**src/rtl/mio_bus.sv**
```systemverilog
// -----------------------------------------------------------------------------
// mio_bus -- memory/IO bus controller sitting directly behind the multicycle CPU.
//
// Takes one CPU bus request at a time and routes it to one of three targets:
// a synchronous block RAM, the LED/switch port, or a programmable down-counter.
// It also returns read data and a one-cycle MIO_ready completion pulse.
//
// Address map (captured Addr_bus[31:28]):
//   0x0 RAM      : word address Addr_bus[RAM_AW+1:2]; RAM_WAIT wait cycles
//   0xE IO port  : write -> led <= data[15:0]; read -> {16'h0, sw}
//   0xF counter  : write -> load counter;      read -> counter value
//   other        : write ignored;              read -> 0
//
// Ports:
//   clk, reset           rising-edge clock, asynchronous active-high reset
//   CPU_MIO              request strobe, held by the CPU until MIO_ready
//   mem_w                1 = write, 0 = read (sampled at acceptance)
//   Addr_bus             byte address (sampled at acceptance)
//   Data_from_CPU        write data (sampled at acceptance)
//   Data_to_CPU          read data, held until the next completed read
//   MIO_ready            registered one-cycle completion pulse
//   ram_addr/we/din      block RAM write/address port
//   ram_dout             block RAM read data (1-cycle synchronous read)
//   sw, led              switch inputs, LED register
//   cnt_zero             high while the down-counter is 0
// -----------------------------------------------------------------------------
module mio_bus #(
    parameter int RAM_WAIT = 2,     // legal range 1..15
    parameter int RAM_AW   = 10
) (
    input  logic              clk,
    input  logic              reset,
    input  logic              CPU_MIO,
    input  logic              mem_w,
    input  logic [31:0]       Addr_bus,
    input  logic [31:0]       Data_from_CPU,
    output logic [31:0]       Data_to_CPU,
    output logic              MIO_ready,
    output logic [RAM_AW-1:0] ram_addr,
    output logic              ram_we,
    output logic [31:0]       ram_din,
    input  logic [31:0]       ram_dout,
    input  logic [15:0]       sw,
    output logic [15:0]       led,
    output logic              cnt_zero
);

    typedef enum logic [1:0] {
        S_IDLE,
        S_WAIT,
        S_RESP
    } state_t;

    typedef enum logic [1:0] {
        T_RAM,
        T_IO,
        T_CNT,
        T_NONE
    } target_t;

    state_t      state_reg;
    logic [3:0]  wait_cnt_reg;
    logic        we_reg;          // captured mem_w, needed for RAM completion
    logic [31:0] cnt_reg;

    target_t     target_dec;
    logic        accept;
    logic        cnt_load;

    // Target decode straight off the bus; it is only consumed on the
    // acceptance edge, so it is effectively decoded from the captured address.
    always_comb begin
        target_dec = T_NONE;
        case (Addr_bus[31:28])
            4'h0:    target_dec = T_RAM;
            4'hE:    target_dec = T_IO;
            4'hF:    target_dec = T_CNT;
            default: target_dec = T_NONE;
        endcase
    end

    assign accept   = (state_reg == S_IDLE) && CPU_MIO;
    assign cnt_load = accept && mem_w && (target_dec == T_CNT);
    assign cnt_zero = (cnt_reg == 32'd0);

    // Request FSM. Only RAM accesses pass through WAIT, so the target does not
    // need to be remembered beyond the acceptance edge: non-RAM side effects
    // and read data are all resolved on that edge.
    always_ff @(posedge clk or posedge reset) begin
        if (reset) begin
            state_reg    <= S_IDLE;
            wait_cnt_reg <= 4'd0;
            we_reg       <= 1'b0;
            MIO_ready    <= 1'b0;
            Data_to_CPU  <= 32'd0;
            ram_addr     <= '0;
            ram_we       <= 1'b0;
            ram_din      <= 32'd0;
            led          <= 16'd0;
        end else begin
            case (state_reg)
                S_IDLE: begin
                    MIO_ready <= 1'b0;
                    ram_we    <= 1'b0;
                    if (CPU_MIO) begin
                        we_reg   <= mem_w;
                        ram_addr <= Addr_bus[RAM_AW+1:2];
                        ram_din  <= Data_from_CPU;
                        case (target_dec)
                            T_RAM: begin
                                state_reg    <= S_WAIT;
                                wait_cnt_reg <= 4'(RAM_WAIT - 1);
                                // Write strobe lands in the first WAIT cycle only.
                                ram_we       <= mem_w;
                            end
                            T_IO: begin
                                state_reg <= S_RESP;
                                MIO_ready <= 1'b1;
                                if (mem_w) begin
                                    led <= Data_from_CPU[15:0];
                                end else begin
                                    Data_to_CPU <= {16'h0000, sw};
                                end
                            end
                            T_CNT: begin
                                state_reg <= S_RESP;
                                MIO_ready <= 1'b1;
                                // Load handled in the counter block; a read
                                // returns the value before this edge.
                                if (!mem_w) begin
                                    Data_to_CPU <= cnt_reg;
                                end
                            end
                            default: begin
                                state_reg <= S_RESP;
                                MIO_ready <= 1'b1;
                                if (!mem_w) begin
                                    Data_to_CPU <= 32'd0;
                                end
                            end
                        endcase
                    end
                end
                S_WAIT: begin
                    ram_we <= 1'b0;
                    if (wait_cnt_reg == 4'd0) begin
                        state_reg <= S_RESP;
                        MIO_ready <= 1'b1;
                        if (!we_reg) begin
                            Data_to_CPU <= ram_dout;
                        end
                    end else begin
                        wait_cnt_reg <= wait_cnt_reg - 4'd1;
                    end
                end
                S_RESP: begin
                    MIO_ready <= 1'b0;
                    state_reg <= S_IDLE;
                end
                default: begin
                    MIO_ready <= 1'b0;
                    ram_we    <= 1'b0;
                    state_reg <= S_IDLE;
                end
            endcase
        end
    end

    // Saturating down-counter; a CPU load takes priority over the decrement.
    always_ff @(posedge clk or posedge reset) begin
        if (reset) begin
            cnt_reg <= 32'd0;
        end else if (cnt_load) begin
            cnt_reg <= Data_from_CPU;
        end else if (cnt_reg != 32'd0) begin
            cnt_reg <= cnt_reg - 32'd1;
        end
    end

endmodule

```
**config.mk**
```make
export PLATFORM = sky130hd
export DESIGN_NAME = mio_bus
export DESIGN_NICKNAME = d
export VERILOG_FILES = /design/src/rtl/mio_bus.sv
export SDC_FILE = /design/constraint.sdc
export NUM_CORES = 1
export LEC_CHECK = 0
export CORE_MARGIN = 5
export CORE_UTILIZATION = 46
export CTS_CLUSTER_DIAMETER = 30
export DETAILED_ROUTE_END_ITERATION = 10
export GPL_TIMING_DRIVEN = 0
export PLACE_DENSITY_LB_ADDON = 0.12
export SYNTH_ARGS = -nofsm -noshare
export SYNTH_HDL_FRONTEND = slang
export SYNTH_SLANG_ARGS = --single-unit
```
**constraint.sdc**
```tcl
create_clock -name clk -period 4.3 [get_ports clk]
set_input_delay 0.43 -clock clk [delete_from_list [all_inputs] [get_ports clk]]
set_output_delay 0.43 -clock clk [all_outputs]
set_load 0.05 [all_outputs]
```
==> results.json, run 1 <==
{
  "rows": 41,
  "synth_cell_type_count": 42,
  "clkPwrFrac": 0.190,
  "drtIter0Drc": 489,
  "seqPwrFrac": 0.310,
  "max_cap_viol_count": 0,
  "cts_setup_buffers": 0,
  "slew_headroom": 0.122,
  "setup_viol": 0,
  "holdCritPathClass": "primary input to async pin",
  "final_area_um2": 8740,
  "combPwrFrac": 0.500,
  "drive_above_1_share": 0.0620,
  "grt_use_total": 0.244,
  "fmax_mhz": 263,
  "die_area_um2": 15500,
  "cts_tree": "done",
  "syn_avg_cell_area_um2": 9.06,
  "io_pins": 209,
  "worst_ep_arrival_time_ns": 3.38,
  "ys_ff_latch": 131,
  "clk_latency_ns": 0.41,
  "hold_viol": 0,
  "viasPerCell": 5.31,
  "syn2layout_area_growth_pct": 44.8,
  "tightest_slew_ns": 1.30,
  "place_congestion": 0.882,
  "postRouteAntennaNets": 0,
  "drc": 0,
  "r2r_slack_ns": 0.88,
  "intPower_w": 0.00386,
  "die_w_um": 125,
  "final-instance-count-excl-fill": 1059,
  "rsz0062_at_grt": "no",
  "dr.pass1.iters": 7,
  "outcome": "complete, no violations",
  "fin_util": 0.687,
  "crit_path_end_kind": "output pin",
  "synth_top_cell_area_share": 0.543,
  "slew_violations": 0,
  "root_buffer": "clkbuf_16",
  "pre_cts_ws_ns": 0.891,
  "slowest_delay_ns": 0.89,
  "hold_slack_ns": 0.467,
  "fp.dieH_um": 125,
  "startpoint_type": "flip-flop",
  "cts_buffers": 17,
  "synth_area_um2": 6040,
  "grt_pass1_wl_um": 30700,
  "worst_clock_skew_ns": 0.00653,
  "critPathKind": "flip-flop to output pin",
  "hpwl_um": 14200,
  "pwr_density_cell_nw_per_um2": 819,
  "synthesis.nets": 788,
  "grt_max_degree": 69,
  "clockBufferDepth": 2,
  "cts_resized": 0,
  "cts.clk_slew.worst_paths_ns": 0.06,
  "power.net_switching_w": 0.00330,
  "cpMaxStageDelayCell": "clkdlybuf4s50_1",
  "htree_levels": 4,
  "synth_top_cells_by_area": "dfrtp_1, nand2_1, nor2_1, mux2_2, a21oi_1",
  "grt_pass1_vias": 5921,
  "wl_per_cell_um": 17.6,
  "fin_crit_sh": 0.885,
  "ir_worst_vdd_v": 0.000456,
  "dpl_cell_area_um2": 8190,
  "coreArea_um2": 12700,
  "finalWorstSetupSlack_ns": 0.493,
  "start_util": 0.474,
  "nNetsFinal": 998,
  "place_inst": 1029,
  "synth_top_cell_by_area": "dfrtp_1",
  "synth_edf_count": 0,
  "synthArstFlopShare": 1.00,
  "synthFlopType": "dfrtp_1",
  "syn_inst": 666,
  "antenna_found_initial": 0,
  "routed_wl_um": 18700,
  "yosysWarnings": 0,
  "leakagePower_nw": 3.67,
  "io_buffers": 190,
  "ys_seq_area_frac": 0.543,
  "via_count": 5625,
  "p_sw_frac": 0.461,
  "crit_chain": "or4_4 > or4_1 > buf_2 > nor4_1 > clkdlybuf4s50_1",
  "globalRouteOverflowTotal": 0,
  "antenna_cells": 0,
  "min_period_ns": 3.81,
  "cp.required_ns": 3.87,
  "clkSinkCount": 131,
  "cts_hold_buffers": 0,
  "fillers": 1042,
  "worstPathMaxFanout": 6
}
kinds of logic after synthesis:
logic type | synth area share
AOI/OAI and AO/OA | 0.110
adders and majority gates | 0.0124
xor gates and xnor gates | 0.0392
buffers and inverters | 0.0301
and+or+nand+nor | 0.230
muxes | 0.0352
DFF | 0.543
cells in the mapped netlist (2+ instances only):
| cell | count |
|---|---|
| inv_1 | 8 |
| o31ai_1 | 12 |
| nor2_1 | 70 |
| or4_1 | 5 |
| o31a_1 | 2 |
| nor4b_1 | 3 |
| or3_1 | 2 |
| xnor2_1 | 15 |
| buf_1 | 4 |
| o21ai_0 | 20 |
| buf_2 | 2 |
| nand3_1 | 22 |
| a31oi_1 | 18 |
| ha_1 | 6 |
| clkbuf_1 | 31 |
| dfrtp_1 | 131 |
| nor4_1 | 6 |
| nor2b_1 | 2 |
| nor3_1 | 10 |
| nand2b_1 | 4 |
| a21oi_1 | 37 |
| nand2_1 | 190 |
| xor2_1 | 12 |
| and2_1 | 3 |
| a22oi_1 | 16 |
| mux2_2 | 18 |
| clkbuf_2 | 2 |
metal layers:
layer	GRT usage	part of all wire
met1	0.304	0.42
met2	0.389	0.47
met3	0.0948	0.097
met4	0.0825	0.019
met5	0	0
path summary, 6_finish.rpt:
kind,cells past startpoint,startpoint,endpoint
max in group asynchronous,3,reset,ram_addr[6]
min in group clk,2,ram_din[26],ram_din[26]
worst min-delay path,2,reset,Data_to_CPU[10]
worst max register to register,6,cnt_reg[2],cnt_reg[25]
worst min register to register,2,ram_din[26],ram_din[26]
worst max-delay path,5,cnt_reg[7],cnt_zero
final cells by class:
type                            count  area, um^2  share of cell area
Timing Repair Buffer              191        1930               0.221
Multi-Input combinational cell    488        2580               0.295
Inverter                            8        35.0             0.00401
Buffer                             39         151              0.0173
Clock buffer                       25         505              0.0578
Clock inverter                      5        50.0             0.00573
Tap cell                          172         215              0.0246
Sequential cell                   131        3280               0.375
through the flow:
stage / TNS (ns) / power, W
finish: 0 / 0.00716
global route: 0 / 0.00754
CTS: 0 / 0.00719
detailed placement: 0 / 0.00581
global placement: -175.91 / 0.00571
floorplan: 0 / 0.00449
cell usage in the layout (no fill, tap or decap), drive strengths merged, types with 10 or more instances in the layout:
master         Yosys  layout
a22oi             16      16
o31ai             12      12
nor3              10      10
nor2              70      70
xor2              12      12
xnor2             15      15
mux2              18      18
o21ai             20      20
nand2            190     190
dfrtp            131     131
clkdlybuf4s50      0     190
nand3             22      22
a31oi             18      18
clkbuf            33      58
a21oi             37      37
power groups by stage:
stage	clock, W	sequential (W)	combinational (W)
floorplan	0	0.00353	0.000969
global placement	0	0.00220	0.00351
detailed placement	0	0.00223	0.00358
CTS	0.00137	0.00221	0.00361
global route	0.00143	0.00230	0.00382
finish	0.00136	0.00222	0.00358
worst max-delay path, delay by kind of cell, from the launching register on:
| family | cells | cell delay, ns |
|---|---|---|
| DFF | 1 | 0.46 |
| and+or+nand+nor | 3 | 1.44 |
| buffers and inverters | 2 | 1.06 |
(Power assumes the default switching activity.)
==> run 2, diff against run 1 <==
--- a/config.mk
+++ b/config.mk
@@ -6,11 +6,12 @@
 export NUM_CORES = 1
 export LEC_CHECK = 0
 export CORE_MARGIN = 5
-export CORE_UTILIZATION = 46
+export CORE_UTILIZATION = 45
 export CTS_CLUSTER_DIAMETER = 30
 export DETAILED_ROUTE_END_ITERATION = 10
 export GPL_TIMING_DRIVEN = 0
 export PLACE_DENSITY_LB_ADDON = 0.12
+export RECOVER_POWER = 100
 export SYNTH_ARGS = -nofsm -noshare
 export SYNTH_HDL_FRONTEND = slang
 export SYNTH_SLANG_ARGS = --single-unit
==> results.json, run 2 (same netlist as run 1, synthesis figures left out) <==
{
  "cts_resized": 0,
  "ir_worst_vdd_v": 0.000442,
  "holdCritPathClass": "flip-flop to flip-flop",
  "grt_pass1_vias": 5681,
  "root_buffer": "clkbuf_16",
  "hold_viol": 0,
  "fp.dieH_um": 126,
  "worst_clock_skew_ns": 0.00530,
  "rsz0062_at_grt": "no",
  "leakagePower_nw": 3.76,
  "cpLargestDelayFamily": "simple AND/OR/NAND/NOR gates",
  "slowest_delay_ns": 0.93,
  "pre_cts_ws_ns": 0.855,
  "drive_above_1_share": 0.0562,
  "cts_buffers": 17,
  "final_common_cell": "nand2_1",
  "critPathKind": "flip-flop to output pin",
  "grt_use_total": 0.229,
  "cts_hold_buffers": 0,
  "cpMaxStageDelayCell": "dlygate4sd3_1",
  "io_buffers": 190,
  "min_period_ns": 3.91,
  "globalRouteOverflowTotal": 0,
  "htree_levels": 4,
  "crit_path_end_kind": "output pin",
  "dr.pass1.iters": 5,
  "cts_tree": "done",
  "cts_setup_buffers": 0,
  "place_congestion": 0.837,
  "final-instance-count-excl-fill": 1065,
  "setup_viol": 0,
  "max_cap_viol_count": 1,
  "outcome": "complete, but fails checks",
  "rows": 42,
  "cp.required_ns": 3.87,
  "cp_common_cell": "or4_1",
  "drtIter0Drc": 432,
  "failed_checks": "max-capacitance violations, max-slew violations",
  "antenna_found_initial": 0,
  "nNetsFinal": 998,
  "startpoint_type": "flip-flop",
  "wl_per_cell_um": 17.1,
  "drc": 0,
  "clockBufferDepth": 2,
  "postRouteAntennaNets": 0,
  "hpwl_um": 13800,
  "clk_latency_ns": 0.42,
  "clkSinkCount": 131,
  "finalWorstSetupSlack_ns": 0.393,
  "syn2layout_area_growth_pct": 45.4,
  "worst_ep_arrival_time_ns": 3.48,
  "routed_wl_um": 18200,
  "slew_violations": 60,
  "fmax_mhz": 256,
  "die_area_um2": 15800,
  "fin_crit_sh": 0.909,
  "start_util": 0.458,
  "hold_slack_ns": 0.468,
  "cp_num_buf_inv": 2,
  "place_inst": 1033,
  "worstPathMaxFanout": 6,
  "tightest_slew_ns": 2.69,
  "layout_common_cells": "nand2_1, dfrtp_1, clkdlybuf4s50_1, dlygate4sd3_1, nor2_1",
  "coreArea_um2": 13200,
  "io_pins": 209,
  "pwr_density_cell_nw_per_um2": 809,
  "crit_chain": "or4_1 > or4_1 > clkbuf_1 > nor4_1 > dlygate4sd3_1",
  "fin_tns_setup_ns": 0,
  "viasPerCell": 5.25,
  "die_w_um": 126,
  "grt_max_degree": 73,
  "slew_headroom": -0.804,
  "fin_util": 0.665,
  "antenna_cells": 0,
  "grt_pass1_wl_um": 29100,
  "via_count": 5588,
  "cts.clk_slew.worst_paths_ns": 0.06
}
[run 2: changes by cell type in the layout (fill, tap and decap cells not counted), sizes merged]
cell	delta
clkdlybuf4s50	-95
dlygate4sd3	+95
buf	-6
clkbuf	+4
clkinvlp	+4
bufinv	+2
clkinv	-1
inv	-1
[run 2: per-layer routing]
metal | vias to the layer above | track usage | routed length (um)
li1 | 2677 | - | -
met1 | 2638 | 0.306 | 7760
met2 | 252 | 0.350 | 8220
met3 | 21 | 0.0864 | 1930
met4 | 0 | 0.0707 | 250
met5 | - | 0 | 0
[run 2: stage by stage]
stage	power, W	area (um^2)
final	0.00710	8780
after global routing	0.00749	8780
after CTS	0.00731	8800
after detailed placement	0.00580	8190
after global placement	0.00571	8160
after floorplan	0.00449	6040
[run 2: area by class of cell]
type                            instances  area, um^2
Timing Repair Buffer                  191        1930
Multi-Input combinational cell        488        2560
Sequential cell                       131        3280
Inverter                                8        31.3
Fill cell                            1052        4410
Buffer                                 39         146
Tap cell                              176         220
Clock buffer                           23         478
Clock inverter                          9         128
[run 2: power by group]
part           total [W]  internal, W  switching, W
Sequential       0.00220      0.00179      0.000416
Clock            0.00148     0.000954      0.000526
Combinational    0.00341      0.00106       0.00235
Total            0.00710      0.00380       0.00329
[run 2: final timing paths]
| check | to | slack (ns) | start | depth (start not counted) |
|---|---|---|---|---|
| worst max register to register | cnt_reg[20] | 0.71 | cnt_reg[7] | 8 |
| min in group asynchronous | ram_we | 1.19 | reset | 2 |
| worst min-delay path | ram_addr[1] | 0.47 | ram_addr[1] | 2 |
| worst min register to register | ram_addr[1] | 0.47 | ram_addr[1] | 2 |
| max in group asynchronous | Data_to_CPU[29] | 1.83 | reset | 2 |
| worst max-delay path | cnt_zero | 0.39 | cnt_reg[7] | 5 |
[run 2: tightest hold or removal path: stages, from the launching register on]
cell,delay [ns]
dfrtp_1,0.33
nand2_1,0.05
nand2_1,0.05
